File: config.mk
export PLATFORM = sky130hd
export DESIGN_NAME = fifo_wr_arbiter
export DESIGN_NICKNAME = d
export VERILOG_FILES = /design/src/rtl/fifo_wr_arbiter.sv
export SDC_FILE = /design/constraint.sdc
export NUM_CORES = 1
export LEC_CHECK = 0
export ABC_AREA = 1
export ABC_CLOCK_PERIOD_IN_PS = 3800
export CAP_MARGIN = 0
export CORE_UTILIZATION = 44
export CTS_CLUSTER_SIZE = 28
export DETAILED_ROUTE_END_ITERATION = 10
export GPL_ROUTABILITY_DRIVEN = 0
export GPL_TIMING_DRIVEN = 0
export PLACE_DENSITY = 0.87
export SYNTH_ARGS = -nofsm -noshare
export SYNTH_HDL_FRONTEND = slang
export SYNTH_SLANG_ARGS = --single-unit
File: constraint.sdc
create_clock -name i_wr_clk -period 3.8 [get_ports i_wr_clk]
set_clock_uncertainty 0.2 [all_clocks]
set_input_delay 0.38 -clock i_wr_clk [delete_from_list [all_inputs] [get_ports i_wr_clk]]
set_output_delay 0.38 -clock i_wr_clk [all_outputs]
set_load 0.05 [all_outputs]
File: src/rtl/fifo_wr_arbiter.sv
// Round-robin write arbiter: NREQ requesters share one FIFO write port with bounded bursts.
// Optional macro FIFO_ARB_WCNT_EN adds a saturating 16-bit total-accept counter (o_wr_count).
module fifo_wr_arbiter #(
  parameter int unsigned WIDTH = 8,
  parameter int unsigned NREQ  = 4,
  parameter int unsigned BURST = 4
) (
  input  logic                  i_wr_clk,
  input  logic                  i_rst_n,
  input  logic [NREQ-1:0]       i_req,
  input  logic [NREQ*WIDTH-1:0] i_req_data,
  input  logic                  i_fifo_full,
  output logic [NREQ-1:0]       o_gnt,
  output logic                  o_write_en,
  output logic [WIDTH-1:0]      o_data_out,
`ifdef FIFO_ARB_WCNT_EN
  output logic [15:0]           o_wr_count,
`endif
  output logic                  o_busy
);

  localparam int unsigned PW = (NREQ > 1) ? $clog2(NREQ) : 1;
  localparam logic [7:0] BurstLast = 8'(BURST - 1);
  localparam logic [PW-1:0] LastIdx = PW'(NREQ - 1);

  typedef enum logic [0:0] {StIdle, StOwn} state_e;

  state_e          r_state;
  logic [NREQ-1:0] r_gnt;
  logic [PW-1:0]   r_owner;
  logic [PW-1:0]   r_ptr;
  logic [7:0]      r_beat;
  logic            r_busy;

  logic            w_owner_req;
  logic            w_accept;
  logic            w_last_beat;
  logic            w_tenure_end;
  logic [NREQ-1:0] w_owner_mask;
  logic [NREQ-1:0] w_others;
  logic [NREQ-1:0] w_cand;
  logic            w_found;
  logic [PW-1:0]   w_win;
  logic [PW-1:0]   w_win_next;

  assign w_owner_req  = i_req[r_owner];
  // Gated by reset so the in-flight word is never written on a reset edge.
  assign w_accept     = (r_state == StOwn) & w_owner_req & ~i_fifo_full & i_rst_n;
  assign w_last_beat  = w_accept & (r_beat == BurstLast);
  assign w_tenure_end = ~w_owner_req | w_last_beat;
  assign w_owner_mask = NREQ'(1) << r_owner;
  assign w_others     = i_req & ~w_owner_mask;

  // An expired owner competes only when nobody else is asking.
  always_comb begin
    w_cand = i_req;
    if ((r_state == StOwn) && w_last_beat && (|w_others)) begin
      w_cand = w_others;
    end
  end

  always_comb begin
    int unsigned idx;
    w_found = 1'b0;
    w_win   = '0;
    for (int unsigned k = 0; k < NREQ; k++) begin
      idx = 32'(r_ptr) + k;
      if (idx >= NREQ) idx = idx - NREQ;
      if (!w_found && w_cand[idx]) begin
        w_found = 1'b1;
        w_win   = PW'(idx);
      end
    end
  end

  assign w_win_next = (w_win == LastIdx) ? '0 : w_win + 1'b1;

  always_ff @(posedge i_wr_clk) begin
    if (!i_rst_n) begin
      r_state <= StIdle;
      r_gnt   <= '0;
      r_owner <= '0;
      r_ptr   <= '0;
      r_beat  <= '0;
      r_busy  <= 1'b0;
    end else begin
      case (r_state)
        StIdle: begin
          if (w_found) begin
            r_state <= StOwn;
            r_gnt   <= NREQ'(1) << w_win;
            r_owner <= w_win;
            r_ptr   <= w_win_next;
            r_beat  <= '0;
            r_busy  <= 1'b1;
          end
        end
        StOwn: begin
          if (w_tenure_end) begin
            if (w_found) begin
              r_gnt   <= NREQ'(1) << w_win;
              r_owner <= w_win;
              r_ptr   <= w_win_next;
              r_beat  <= '0;
            end else begin
              r_state <= StIdle;
              r_gnt   <= '0;
              r_beat  <= '0;
              r_busy  <= 1'b0;
            end
          end else if (w_accept) begin
            r_beat <= r_beat + 8'd1;
          end
        end
        default: begin
          r_state <= StIdle;
          r_gnt   <= '0;
          r_busy  <= 1'b0;
        end
      endcase
    end
  end

  assign o_gnt      = r_gnt;
  assign o_busy     = r_busy;
  assign o_write_en = w_accept;
  assign o_data_out = r_busy ? i_req_data[r_owner*WIDTH +: WIDTH] : '0;

`ifdef FIFO_ARB_WCNT_EN
  logic [15:0] r_wr_count;

  always_ff @(posedge i_wr_clk) begin
    if (!i_rst_n) begin
      r_wr_count <= '0;
    end else if (w_accept && (r_wr_count != 16'hFFFF)) begin
      r_wr_count <= r_wr_count + 16'd1;
    end
  end

  assign o_wr_count = r_wr_count;
`endif

endmodule
After elaboration in Yosys (flattened, before gate mapping):

Cells that the tools add are included.

* $add $sub $neg: 9
* magnitude comparators: 9
* equality and inequality tests: 6
* shift operators: 3
* mux-type cells: 46
* bitwise gates (word level): 10
* reductions and logical operators: 12

Operator list (number)
* 32-bit by 3-bit < comparator with 1-bit output, second input constant: 4
* 32-bit 2-to-1 mux: 4
* 8-bit 2-to-1 mux: 4
* 32-bit by 6-bit indexed part select with 8-bit output: 1
* 2-bit 2-to-1 mux: 9
* 4-bit 2-to-1 mux: 4
* 8-bit case mux with 2 select lines: 1
* 1-bit 2-to-1 mux: 14
* 3-bit by 3-bit subtractor with 4-bit output, second input constant: 3
* 1-bit binary-select mux with 2-bit select: 5
* 3-bit greater-or-equal comparator, second input constant: 3
* 8-bit by 1-bit adder with 8-bit output, second input constant: 1
* 8-bit by 2-bit == test with 1-bit output, second input constant: 1
* 2-bit case mux with 2 select lines: 2
* 4-bit case mux with 2 select lines: 1
* 1-bit by 2-bit << shifter with 4-bit output, first input constant: 2
* 2-bit by 2-bit adder with 3-bit output, second input constant: 2
* 1-bit logical AND: 5
* 1-bit bitwise AND: 4
* 4-bit bitwise AND: 1
* 2-bit != test, second input constant: 2
* 4-bit inverter: 1
* 1-bit case mux with 2 select lines: 2
* 2-bit AND reduction: 2
* other kinds (13): 17

* register bits after elaboration: 18
* output and inout bits: 14

Logic depth before layout (Yosys ltp):

* depth after elaboration: 26
* mapped depth: 23
* depth with buffers taken out: 23

Worst setup path after synthesis:

OpenSTA, ideal clock, no wires.

* kind: flip-flop to flip-flop
* start point: reg r_owner[0]
* end point: reg r_beat[6]
* setup time: 0.078 ns
* arrival: 2.582 ns
* setup slack: 0.941 ns
* stages on the path, launching flop included: 21
* path through: dfxtp_1 -> nor2_2 -> nand2_1 -> nand2_1 -> nor2_2 -> nor2_4 -> nand4_2 -> nand2_1 -> nand3_1 -> nand3_1 -> nand2_2 -> nor2_4 -> nand3_4 -> inv_1 -> ha_1 -> inv_1 -> nand2_1 -> inv_1 -> a21oi_1 -> inv_1 -> nor3_1

* word-level cells in the longest chain between the ends: 23
* elaborated cells between the ends (all ways): 38
* those cells by class: 2 x eq/ne; 1 x shift; 17 x mux; 8 x bitwise; 10 x reduce/logical

Ends and longest elaborated chain
* start: declaration: line 30 `logic [PW-1:0] r_owner;`
* start signal: assignment: line 92 `r_owner <= w_win;`
* start signal: assignment: line 102 `r_owner <= w_win;`
* 1-bit binary-select mux with 2-bit select: line 46 `assign w_owner_req = i_req[r_owner];`
* 1-bit 2-to-1 mux (implied by the code): line 46
* 1-bit bitwise AND (3 in a row): line 48 `assign w_accept = (r_state == StOwn) & w_owner_req & ~i_fifo_full & i_rst_n;`
* 1-bit bitwise AND: line 49 `assign w_last_beat = w_accept & (r_beat == BurstLast);`
* 1-bit logical AND (2 in a row): line 57 `if ((r_state == StOwn) && w_last_beat && (|w_others)) begin`
* 4-bit 2-to-1 mux: line 57
* 1-bit binary-select mux with 2-bit select: line 69 `if (!w_found && w_cand[idx]) begin`
* 1-bit 2-to-1 mux (implied by the code): line 69
* [4 not listed]
* 1-bit logical NOT: line 69
* 1-bit logical AND: line 69
* 1-bit 2-to-1 mux: line 69
* 1-bit logical NOT: line 69
* 1-bit logical AND: line 69
* 1-bit 2-to-1 mux: line 69
* 2-bit != test (no source line)
* 2-bit AND reduction (no source line)
* end signal: assignment: line 112 `r_beat <= r_beat + 8'd1;`
* end: declaration: line 32 `logic [7:0] r_beat;`

Several ways; a longest one is shown, not always the timed one. The select of a mux whose other input is x is not followed.
A chain may end at the register's enable or synchronous reset.

Worst setup path in the final report:

* start point: in i_rst_n
* end point: reg r_beat[1]

* word-level cells in the longest chain between the ends: 19
* elaborated cells between the ends (all ways): 29
* those cells by class: 2 x eq/ne; 15 x mux; 3 x bitwise; 9 x reduce/logical

Ends and longest elaborated chain
* start: declaration: line 9 `input logic i_rst_n,`
* 1-bit bitwise AND: line 48
* 1-bit bitwise AND: line 49
* 1-bit logical AND (2 in a row): line 57
* 4-bit 2-to-1 mux: line 57
* 1-bit binary-select mux with 2-bit select: line 69
* 1-bit 2-to-1 mux (implied by the code): line 69
* 1-bit 2-to-1 mux: line 69
* 1-bit logical NOT: line 69
* [2 not listed]
* 1-bit logical NOT: line 69
* 1-bit logical AND: line 69
* 1-bit 2-to-1 mux: line 69
* 1-bit logical NOT: line 69
* 1-bit logical AND: line 69
* 1-bit 2-to-1 mux: line 69
* 2-bit != test (no source line)
* 2-bit AND reduction (no source line)

Several ways; a longest one is shown, not always the timed one. The select of a mux whose other input is x is not followed.

==> results by group <==
Final layout
  – Antenna cells: 0
  – Area Growth Syn to Fin: 43.9%
  – Commonest cells after routing, fill and taps aside: 52 x clkdlybuf4s50_1, 45 x nand3_1, 43 x nand2_1
  – Share of cells above drive strength 1: 0.0775
  – Util after Layout: 0.672
  – Nets: 331
  – Fill count: 289
  – Commonest non-fill, non-tap cell in the layout: clkdlybuf4s50_1
  – Fin cells: 328

Worst hold path
  – Hold EP: o_gnt[1]
  – Type of the tightest min-delay check: flop to flop
  – Worst Hold Depth: 2
  – Hold path start: o_gnt[1]

Critical path
  – Slowest CP cell: clkdlybuf4s50_1
  – R2R Path End: r_beat[6]
  – Kind of start point of the critical path: input pin
  – Worst Path Max Fanout: 7
  – CP dominant cell by count: inv_1
  – Critical path required time: about 3.8 ns
  – Worst EP arrival: 3.36 ns
  – Crit end category: flop
  – FF-to-FF path depth: 23
  – Crit Path Class: input pin to flop
  – R2r startpoint: r_owner[0]
  – Worst reg2reg setup slack: 0.46 ns
  – Critical path's largest stage delay: approximately 0.6 ns
  – Crit-path cells: clkdlybuf4s50_1 -> clkinvlp_4 -> nor2_1 -> nand4_2 -> nand2_1 -> nand3_1 -> nand3b_1 -> nand2_2 -> nor2_4 -> nand3_4 -> inv_1 -> ha_1 -> inv_1 -> nand2_1 -> inv_1 -> a21oi_2 -> inv_1 -> a211oi_1

Global routing
  – Global-route wire length before repair: 6180 µm
  – Gr ovfl total: 0
  – Initial antenna violation count: 0
  – Met3 usage: 0.0484
  – Pin count of the biggest net entering global routing: 11
  – Most used routing layer: met2
  – Gr usage total: 0.227
  – Vias in the first global route: 1462
  – GR Layer Usage met1: 0.288
  – Global-route met2 utilization: 0.383

Yosys
  – YS warnings: 0
  – Seq/Total Area, Yosys: 0.253
  – Synthesized flop and latch total: 18
  – Share of the synthesized area in the top cell type: 0.253
  – Synth Area per Inst: about 6.3 µm²
  – Synth top area cells: dfxtp_1 25%, nand3_1 16%, nand2_1 11%
  – Cells after Synth: 227
  – Synth Cell Area: 1430 µm²
  – Netlist cell types: 29
  – Synthesized Nets: about 270
  – Dominant cell type by area after synthesis: dfxtp_1

Drt
  – Drc violations: 0
  – Routed WL per cell: around 11 µm
  – Antenna viol nets, final: 0
  – Vias: 1665
  – Drt pass-1 iters: 4
  – DR iter-0 viols: 81
  – Vias per cell: 5.08
  – Post-Route WL: 3670 µm

Power
  – LEAKAGE: 0.000860 µW
  – Sw Ratio: 0.536
  – Gate power share: 0.715
  – Switching Power: 681 µW
  – Clock network power share: 0.076
  – Max VDD drop: ~400 µV
  – Seq pwr share: 0.209
  – Internal: 590 µW
  – Pwr dens: 620 nW/µm²

Clock network
  – Clock tree from TritonCTS: built
  – H-tree levels: 1
  – Clk pin slew, worst setup/hold paths: 0.10 ns
  – Clock Path Buffers: 2
  – Worst-Skew Late Latency: 0.30 ns
  – Clock sink total: 18
  – Root buf cell: clkbuf_4
  – Clock buffer count from CTS: 3

Run
  – Max Cap Violations: 0

Floorplan
  – Rows: 20
  – Die height: 58.9 µm
  – I/O pin total: 53
  – Die area: 3470 µm²
  – DIE WIDTH: just under 60 µm
  – Floorplan core area: 3050 µm²
  – Starting Density: 0.467

Placement
  – Hpwl dp: 2930 µm
  – DP Worst Slack: -0.0403 ns
  – Port bufs: 52
  – Placed cells: 323

STA
  – Final setup fails: 0
  – Final hold vios: 0
  – Max Fclk: 299 MHz
  – Fin worst setup slack: roughly 0.46 ns
  – Slew at the pin closest to its max-slew limit: 0.525 ns
  – Fin. max-slew vios: 0
  – Worst slew margin: 0.649
  – Tmin final: around 3.3 ns
  – RSZ-0062 raised after global routing: false
  – Final period utilization: 0.879
  – Total negative slack: 0 ns

Status
  – Status: finished, final reports clean
## power by group through the flow
stage,logic [µW],clock network (µW),registers (µW)
after global placement,884,0,268
after detailed placement,898,0,268
after floorplan,617,0,323
final,909,96.6,266
after global routing,1020,109,272
after CTS,900,97.1,264
## state kept, by name, indices dropped and copies added, names as in the netlist
register	cells
o_gnt	4
r_ptr	2
r_beat	8
r_state	1
r_owner	2
o_busy	1
## kinds of logic after synthesis
| kind of cell | Yosys count | synth area share |
|---|---|---|
| AOI/OAI and AO/OA | 41 | 0.170 |
| and+or+nand+nor | 120 | 0.405 |
| xor gates and xnor gates | 1 | 0.00615 |
| DFF | 18 | 0.253 |
| buffers and inverters | 41 | 0.113 |
| adders and majority gates | 6 | 0.0527 |
## cell usage after synthesis
library cell / n
a211oi_1: 1
a21oi_1: 14
a22oi_1: 8
a311oi_1: 1
a31oi_1: 9
buf_1: 1
buf_2: 3
buf_4: 1
clkinv_1: 1
dfxtp_1: 18
ha_1: 6
inv_1: 33
inv_2: 2
nand2_1: 43
nand2_2: 2
nand2_4: 1
nand3_1: 45
nand3_4: 1
nand3b_1: 1
nand4_1: 2
nand4_2: 1
nor2_1: 16
nor2_2: 2
nor2_4: 2
nor3_1: 3
nor4_1: 1
o21ai_0: 6
o21ai_1: 2
xnor2_1: 1
## worst max path at each step
stage          slack, ns   endpoint  startpoint
2_1_floorplan       0.94  r_beat[6]  r_owner[0]
3_3_place_gp       0.007  r_beat[6]     i_rst_n
3_5_place_dp       -0.04  r_beat[1]     i_rst_n
4_1_cts             0.27  r_beat[1]     i_rst_n
5_1_grt             0.05  r_beat[6]  r_owner[1]
6_report            0.46  r_beat[1]     i_rst_n
## through the flow
step	total power, µW	area, µm²	hold WS (ns)
finish	1270	2050	0.287
CTS	1260	2020	0.290
global route	1400	2050	0.318
detailed placement	1170	2000	0.274
floorplan	940	1430	0.244
global placement	1150	2000	0.262
## metal layers
layer  part of all wire  vias to the layer above
met5                  0                        -
met1               0.45                      723
met3              0.096                        5
li1                   -                      883
met2               0.43                       54
met4              0.015                        0
## critical path: cells and delay by family
| family | cells | cell delay [ns] |
|---|---|---|
| AND/OR/NAND/NOR | 9 | 1.23 |
| buffers and inverters | 6 | 1.17 |
| AO/OA/AOI/OAI | 2 | 0.43 |
| adder cells (fa/ha/maj) | 1 | 0.14 |
## timing repair
item,4_1_cts,5_1_grt
hold buffers,0,0
endpoints found under the setup margin,0,7
gates resized for setup,0,4
setup buffers,0,2
## area by class of cell
| class | count | area (µm²) | share of cell area |
|---|---|---|---|
| clock buffers | 3 | 22.5 | 0.0110 |
| plain buffers | 5 | 26.3 | 0.0128 |
| inverters | 36 | 139 | 0.0677 |
| flip-flops and latches | 18 | 360 | 0.176 |
| repair buffers | 54 | 536 | 0.261 |
| well taps | 44 | 55.1 | 0.0268 |
| multi-input cells | 168 | 912 | 0.445 |
(Power assumes the default switching activity.)
